File: config.mk
export PLATFORM = sky130hd
export DESIGN_NAME = axi_dma_wr_burst
export DESIGN_NICKNAME = d
export VERILOG_FILES = /design/src/rtl/axi_dma_wr_burst.sv
export SDC_FILE = /design/constraint.sdc
export NUM_CORES = 1
export LEC_CHECK = 0
export ABC_AREA = 1
export BUFFER_PORTS_ARGS = -buffer_cell sky130_fd_sc_hd__buf_2
export CAP_MARGIN = 20
export CORE_UTILIZATION = 45
export DETAILED_ROUTE_END_ITERATION = 12
export HOLD_SLACK_MARGIN = 0.08
export PLACE_DENSITY = 0.67
export SYNTH_ARGS = -nofsm -noshare
export SYNTH_HDL_FRONTEND = slang
export SYNTH_SLANG_ARGS = --single-unit
File: constraint.sdc
create_clock -name i_clk -period 13 [get_ports i_clk]
set_clock_uncertainty 0.05 [all_clocks]
set_input_delay 2.6 -clock i_clk [delete_from_list [all_inputs] [get_ports i_clk]]
set_output_delay 2.6 -clock i_clk [all_outputs]
set_load 0.02 [all_outputs]
File: src/rtl/axi_dma_wr_burst.sv
// axi_dma_wr_burst: FIFO-fed AXI4 INCR write-burst master, bursts split at MAX_BURST and 4 KB; AXI_DMA_WR_STATS_EN adds o_burst_cnt/o_stall_cnt
module axi_dma_wr_burst #(
    parameter int ADDR_W    = 32,
    parameter int DATA_W    = 32,
    parameter int MAX_BURST = 16,
    parameter int LEN_W     = 16
) (
    input  logic                i_clk,
    input  logic                i_rst,
    input  logic                i_start,
    input  logic [ADDR_W-1:0]   i_dst_addr,
    input  logic [LEN_W-1:0]    i_len_words,
    output logic                o_busy,
    output logic                o_done,
    output logic                o_err,
    input  logic                i_fifo_empty,
    output logic                o_fifo_rd_en,
    input  logic [DATA_W-1:0]   i_fifo_rd_data,
    output logic [ADDR_W-1:0]   o_awaddr,
    output logic [7:0]          o_awlen,
    output logic [2:0]          o_awsize,
    output logic [1:0]          o_awburst,
    output logic                o_awvalid,
    input  logic                i_awready,
    output logic [DATA_W-1:0]   o_wdata,
    output logic [DATA_W/8-1:0] o_wstrb,
    output logic                o_wlast,
    output logic                o_wvalid,
    input  logic                i_wready,
    input  logic [1:0]          i_bresp,
    input  logic                i_bvalid,
    output logic                o_bready
`ifdef AXI_DMA_WR_STATS_EN
    ,
    output logic [15:0]         o_burst_cnt,
    output logic [15:0]         o_stall_cnt
`endif
);
    typedef enum logic [2:0] {IDLE, AW, W, B, DONE} state_t;
    state_t state, state_n;
    logic [ADDR_W-1:0] addr, addr_nx;
    logic [LEN_W-1:0] rem, rem_nx;
    logic [7:0] awlen;
    logic [8:0] beats, rd_left, wr_left;
    logic [DATA_W-1:0] b0, b1;
    logic [1:0] cnt;
    logic inflight, go, pop, aw_hs, b_hs;
    function automatic logic [7:0] len_f(input logic [11:0] a, input logic [LEN_W-1:0] r);
        logic [31:0] p, m;
        p = (32'd4096 - {20'd0, a}) >> 2;
        m = (32'(r) < 32'(MAX_BURST)) ? 32'(r) : 32'(MAX_BURST);
        return 8'((m < p ? m : p) - 32'd1);
    endfunction
    assign beats = {1'b0, awlen} + 9'd1;
    assign addr_nx = addr + ADDR_W'({beats, 2'b00});
    assign rem_nx = rem - LEN_W'(beats);
    assign go = i_start && (state == IDLE || state == DONE);
    assign pop = o_wvalid && i_wready;
    assign aw_hs = o_awvalid && i_awready;
    assign b_hs = o_bready && i_bvalid;
    assign o_awsize = 3'b010;
    assign o_awburst = 2'b01;
    assign o_wstrb = '1;
    assign o_awaddr = addr;
    assign o_awlen = awlen;
    assign o_wdata = b0;
    assign o_busy = state inside {AW, W, B};
    assign o_done = state == DONE;
    assign o_awvalid = state == AW;
    assign o_bready = state == B;
    assign o_wvalid = cnt != 2'd0;
    assign o_wlast = o_wvalid && wr_left == 9'd1;
    assign o_fifo_rd_en = state == W && rd_left != 9'd0 && !i_fifo_empty &&
                          ({1'b0, cnt} + 3'(inflight) - 3'(pop)) < 3'd2;
    always_comb begin
        state_n = state;
        case (state)
            IDLE, DONE: state_n = go ? (i_len_words != '0 ? AW : DONE) : IDLE;
            AW:         state_n = aw_hs ? W : AW;
            W:          state_n = (pop && wr_left == 9'd1) ? B : W;
            B:          state_n = b_hs ? ((i_bresp != 2'b00 || rem_nx == '0) ? DONE : AW) : B;
            default:    state_n = IDLE;
        endcase
    end
    always_ff @(posedge i_clk) state <= i_rst ? IDLE : state_n;
    always_ff @(posedge i_clk) begin
        if (i_rst) begin
            addr     <= '0;
            rem      <= '0;
            awlen    <= '0;
            rd_left  <= '0;
            wr_left  <= '0;
            b0       <= '0;
            b1       <= '0;
            cnt      <= '0;
            inflight <= 1'b0;
            o_err    <= 1'b0;
        end else begin
            inflight <= o_fifo_rd_en;
            cnt <= cnt - 2'(pop) + 2'(inflight);
            if (pop) b0 <= b1;
            if (inflight) begin
                if (cnt == 2'(pop)) b0 <= i_fifo_rd_data;
                else b1 <= i_fifo_rd_data;
            end
            if (o_fifo_rd_en) rd_left <= rd_left - 9'd1;
            if (pop) wr_left <= wr_left - 9'd1;
            if (aw_hs) begin
                rd_left <= beats;
                wr_left <= beats;
            end
            if (go) begin
                addr  <= {i_dst_addr[ADDR_W-1:2], 2'b00};
                rem   <= i_len_words;
                awlen <= len_f(i_dst_addr[11:0] & 12'hFFC, i_len_words);
                o_err <= 1'b0;
            end
            if (b_hs) begin
                addr  <= addr_nx;
                rem   <= rem_nx;
                awlen <= len_f(addr_nx[11:0], rem_nx);
                if (i_bresp != 2'b00) o_err <= 1'b1;
            end
        end
    end
`ifdef AXI_DMA_WR_STATS_EN
    always_ff @(posedge i_clk) begin
        if (i_rst || go) begin
            o_burst_cnt <= '0;
            o_stall_cnt <= '0;
        end else begin
            if (aw_hs && o_burst_cnt != '1) o_burst_cnt <= o_burst_cnt + 16'd1;
            if (state == W && !pop && o_stall_cnt != '1) o_stall_cnt <= o_stall_cnt + 16'd1;
        end
    end
`endif
endmodule
==> run metrics <==
status=finished clean; setup bufs post-CTS=0; clock share of power=33.3%; LEAKAGE=5.29 nW; io pins=178; Core ar.=0.0204 mm^2; Syn Std Cell Area=0.00948 mm^2; Antenna Nets Post-Route=0; Ys Warns=0; Die Ht=147 um; layout cell share with drive strength beyond 1=17.2%; post-synth top area share=30.2%; power per cell area=135 mW/mm^2; Net Sw Frac=40.0%; max_cap viols=0; most frequent cells in the layout=nand2_1 (355), inv_1 (185), buf_2 (164), dfxtp_1 (143), nor2_1 (119); origin of the worst min-delay path=b1[1]$_SDFFE_PP0P_; Placed Area=0.0105 mm^2; synth unique cells=50; final setup fails=0; CTS sink count=143; Worst Slack Setup Final=5.33 ns; Fin. Hold Viols=0; grt ovf=0; post-route cell area=0.0111 mm^2; Area Growth Syn to Fin=17.0%; # hold bufs at CTS=0; input/output buffers=164; Internal Power=897 uW; sw power=598 uW; FF-to-FF Start=o_awlen[0]$_SDFFE_PP0P_; crit share post-route=59.0%; Post-Place Cells=1847; worst setup path category=primary input to output pin; Vias per Instance=5.28; crit end category=output pin; H-tree level count=4; Seq/Total Area, Yosys=30.2%; initial antenna violation count=3; Power Total=1.50 mW; worst setup path start=i_wready; CTS root buf=clkbuf_16; setup TNS=0 ns; Slew @ Worst Pin=1.04 ns; worst path required time=10.35 ns; DRC=0; average wire per standard cell=14.7 um; # nets final=1727; Max Slew Vio Count=0; Hold Crit Class=register to register; worst slack at placement=5.32 ns; GRT Overall Usage=25.4%; largest net degree at the start of global routing=67; Post-CTS Resized=0; flops & latches, synth=143; die extent in x=147 um; Die Footprint=0.0216 mm^2; Reg power frac=34.3%; Mapped Cells=1454; Num CTS Buffers=17; total wire length=27700 um; CP Data Arrival Time=5.02 ns; Initial DRC Count=631; Clock Tree Buf Depth=2; Logic pwr share=32.3%; commonest non-fill, non-tap cell in the layout=nand2_1; Synth area leaders=dfxtp_1 (30%), nand2_1 (14%), inv_1 (7.4%), ha_1 (5.1%), nand3_1 (5.1%); max-slew headroom at the worst pin=30.6%; global placement routability congestion=0.897; Clock Latency Late Sink=0.43 ns; crit-path max FO=31; largest area contributor in the netlist=dfxtp_1; setup slack, reg-to-reg=7.28 ns; Vias=9939; Peak Freq=130 MHz; CTS tree=yes; synthesized area per cell=6.52 um^2; unrepaired setup endpoints after global routing=false; fin crit period=7.67 ns; Core Util, Final=54.3%; # rows=52; peak supply drop=0.0865 mV; initial core utilization=46.4%; hold_ws=0.399 ns; dpl hpwl=19700 um; DRT Pass-1 Iters=6; startpoint types=primary input; Cell Count, Final, Fillers Out=1881; Worst-path clk slew=0.06 ns; vias in the first global route=9052; first-pass GRT wire length=44100 um
==> cell type report <==
class | instances | area, um^2
Tap cell | 270 | 338
Multi-Input combinational cell | 1067 | 5650
Clock inverter | 15 | 190
Clock buffer | 17 | 425
Inverter | 194 | 729
Timing Repair Buffer | 173 | 888
Sequential cell | 143 | 2860
Antenna cell | 2 | 5.00
Fill cell | 2103 | 9340
==> metal layers <==
metal	global-route usage (%)	vias to the layer above	wire, um
met4	9.74	0	725
met3	5.47	50	1820
li1	-	5022	-
met1	31.5	4564	12100
met5	0	-	0
met2	42.8	303	13100
==> registers in the layout, indices dropped and copies added (netlist names) <==
register / cells
o_awaddr: 30
wr_left: 9
rd_left: 9
rem: 16
inflight: 1
state: 3
o_err: 1
o_wdata: 32
o_awlen: 8
cnt: 2
b1: 32
==> worst max-delay path: stages <==
cell and delay [ns]:
buf_2 0.11, nand2_1 0.06, buf_4 0.33, clkinv_1 0.16
ha_1 0.29, inv_1 0.05, ha_1 0.13, inv_1 0.05
fa_1 0.50, nand3_1 0.08, nor3_1 0.17, nand2_1 0.19
inv_1 0.13, buf_2 0.18
==> cell usage after synthesis (all sizes together) <==
cell / number
nand3b: 2
a31o: 1
nand4: 15
o221ai: 7
a211oi: 9
clkbuf: 53
fa: 3
nor3b: 3
o211a: 1
a31oi: 43
nor4: 12
a21oi: 88
buf: 18
nor3: 18
o211ai: 17
o2bb2ai: 1
o21ai: 94
o41ai: 1
or2: 5
ha: 39
o41a: 1
o22ai: 8
a221oi: 1
xor2: 33
a311oi: 1
dfxtp: 143
o21a: 1
nand3: 107
nand2: 382
o21bai: 9
nor2: 134
o31ai: 2
xnor2: 6
clkinv: 2
conb: 2
inv: 192
==> cells by family (layout without fill, tap and decap cells) <==
group,count (synthesis),after routing,share of synthesized area [%]
and+or+nand+nor,678,678,31.9
AOI/OAI and AO/OA,285,285,17.4
buffers and inverters,265,399,11.0
DFF,143,143,30.2
adders and majority gates,42,42,5.78
xor gates and xnor gates,39,39,3.60
other,2,25,0.0792
==> final timing paths <==
path                             end  depth (start not counted)
max reg2reg  o_awlen[6]$_SDFFE_PP0P_                         35
min               b1[1]$_SDFFE_PP0P_                          2
min reg2reg       b1[1]$_SDFFE_PP0P_                          2
max                     o_fifo_rd_en                         14
==> power by group through the flow <==
stage,Sequential (mW),Combinational [mW],Clock (mW)
finish,0.513,0.484,0.498
global placement,0.522,0.471,0
floorplan,0.537,0.334,0
global route,0.518,0.542,0.524
CTS,0.513,0.482,0.506
detailed placement,0.522,0.479,0
Note: power is estimated with default switching activity, not from simulation.
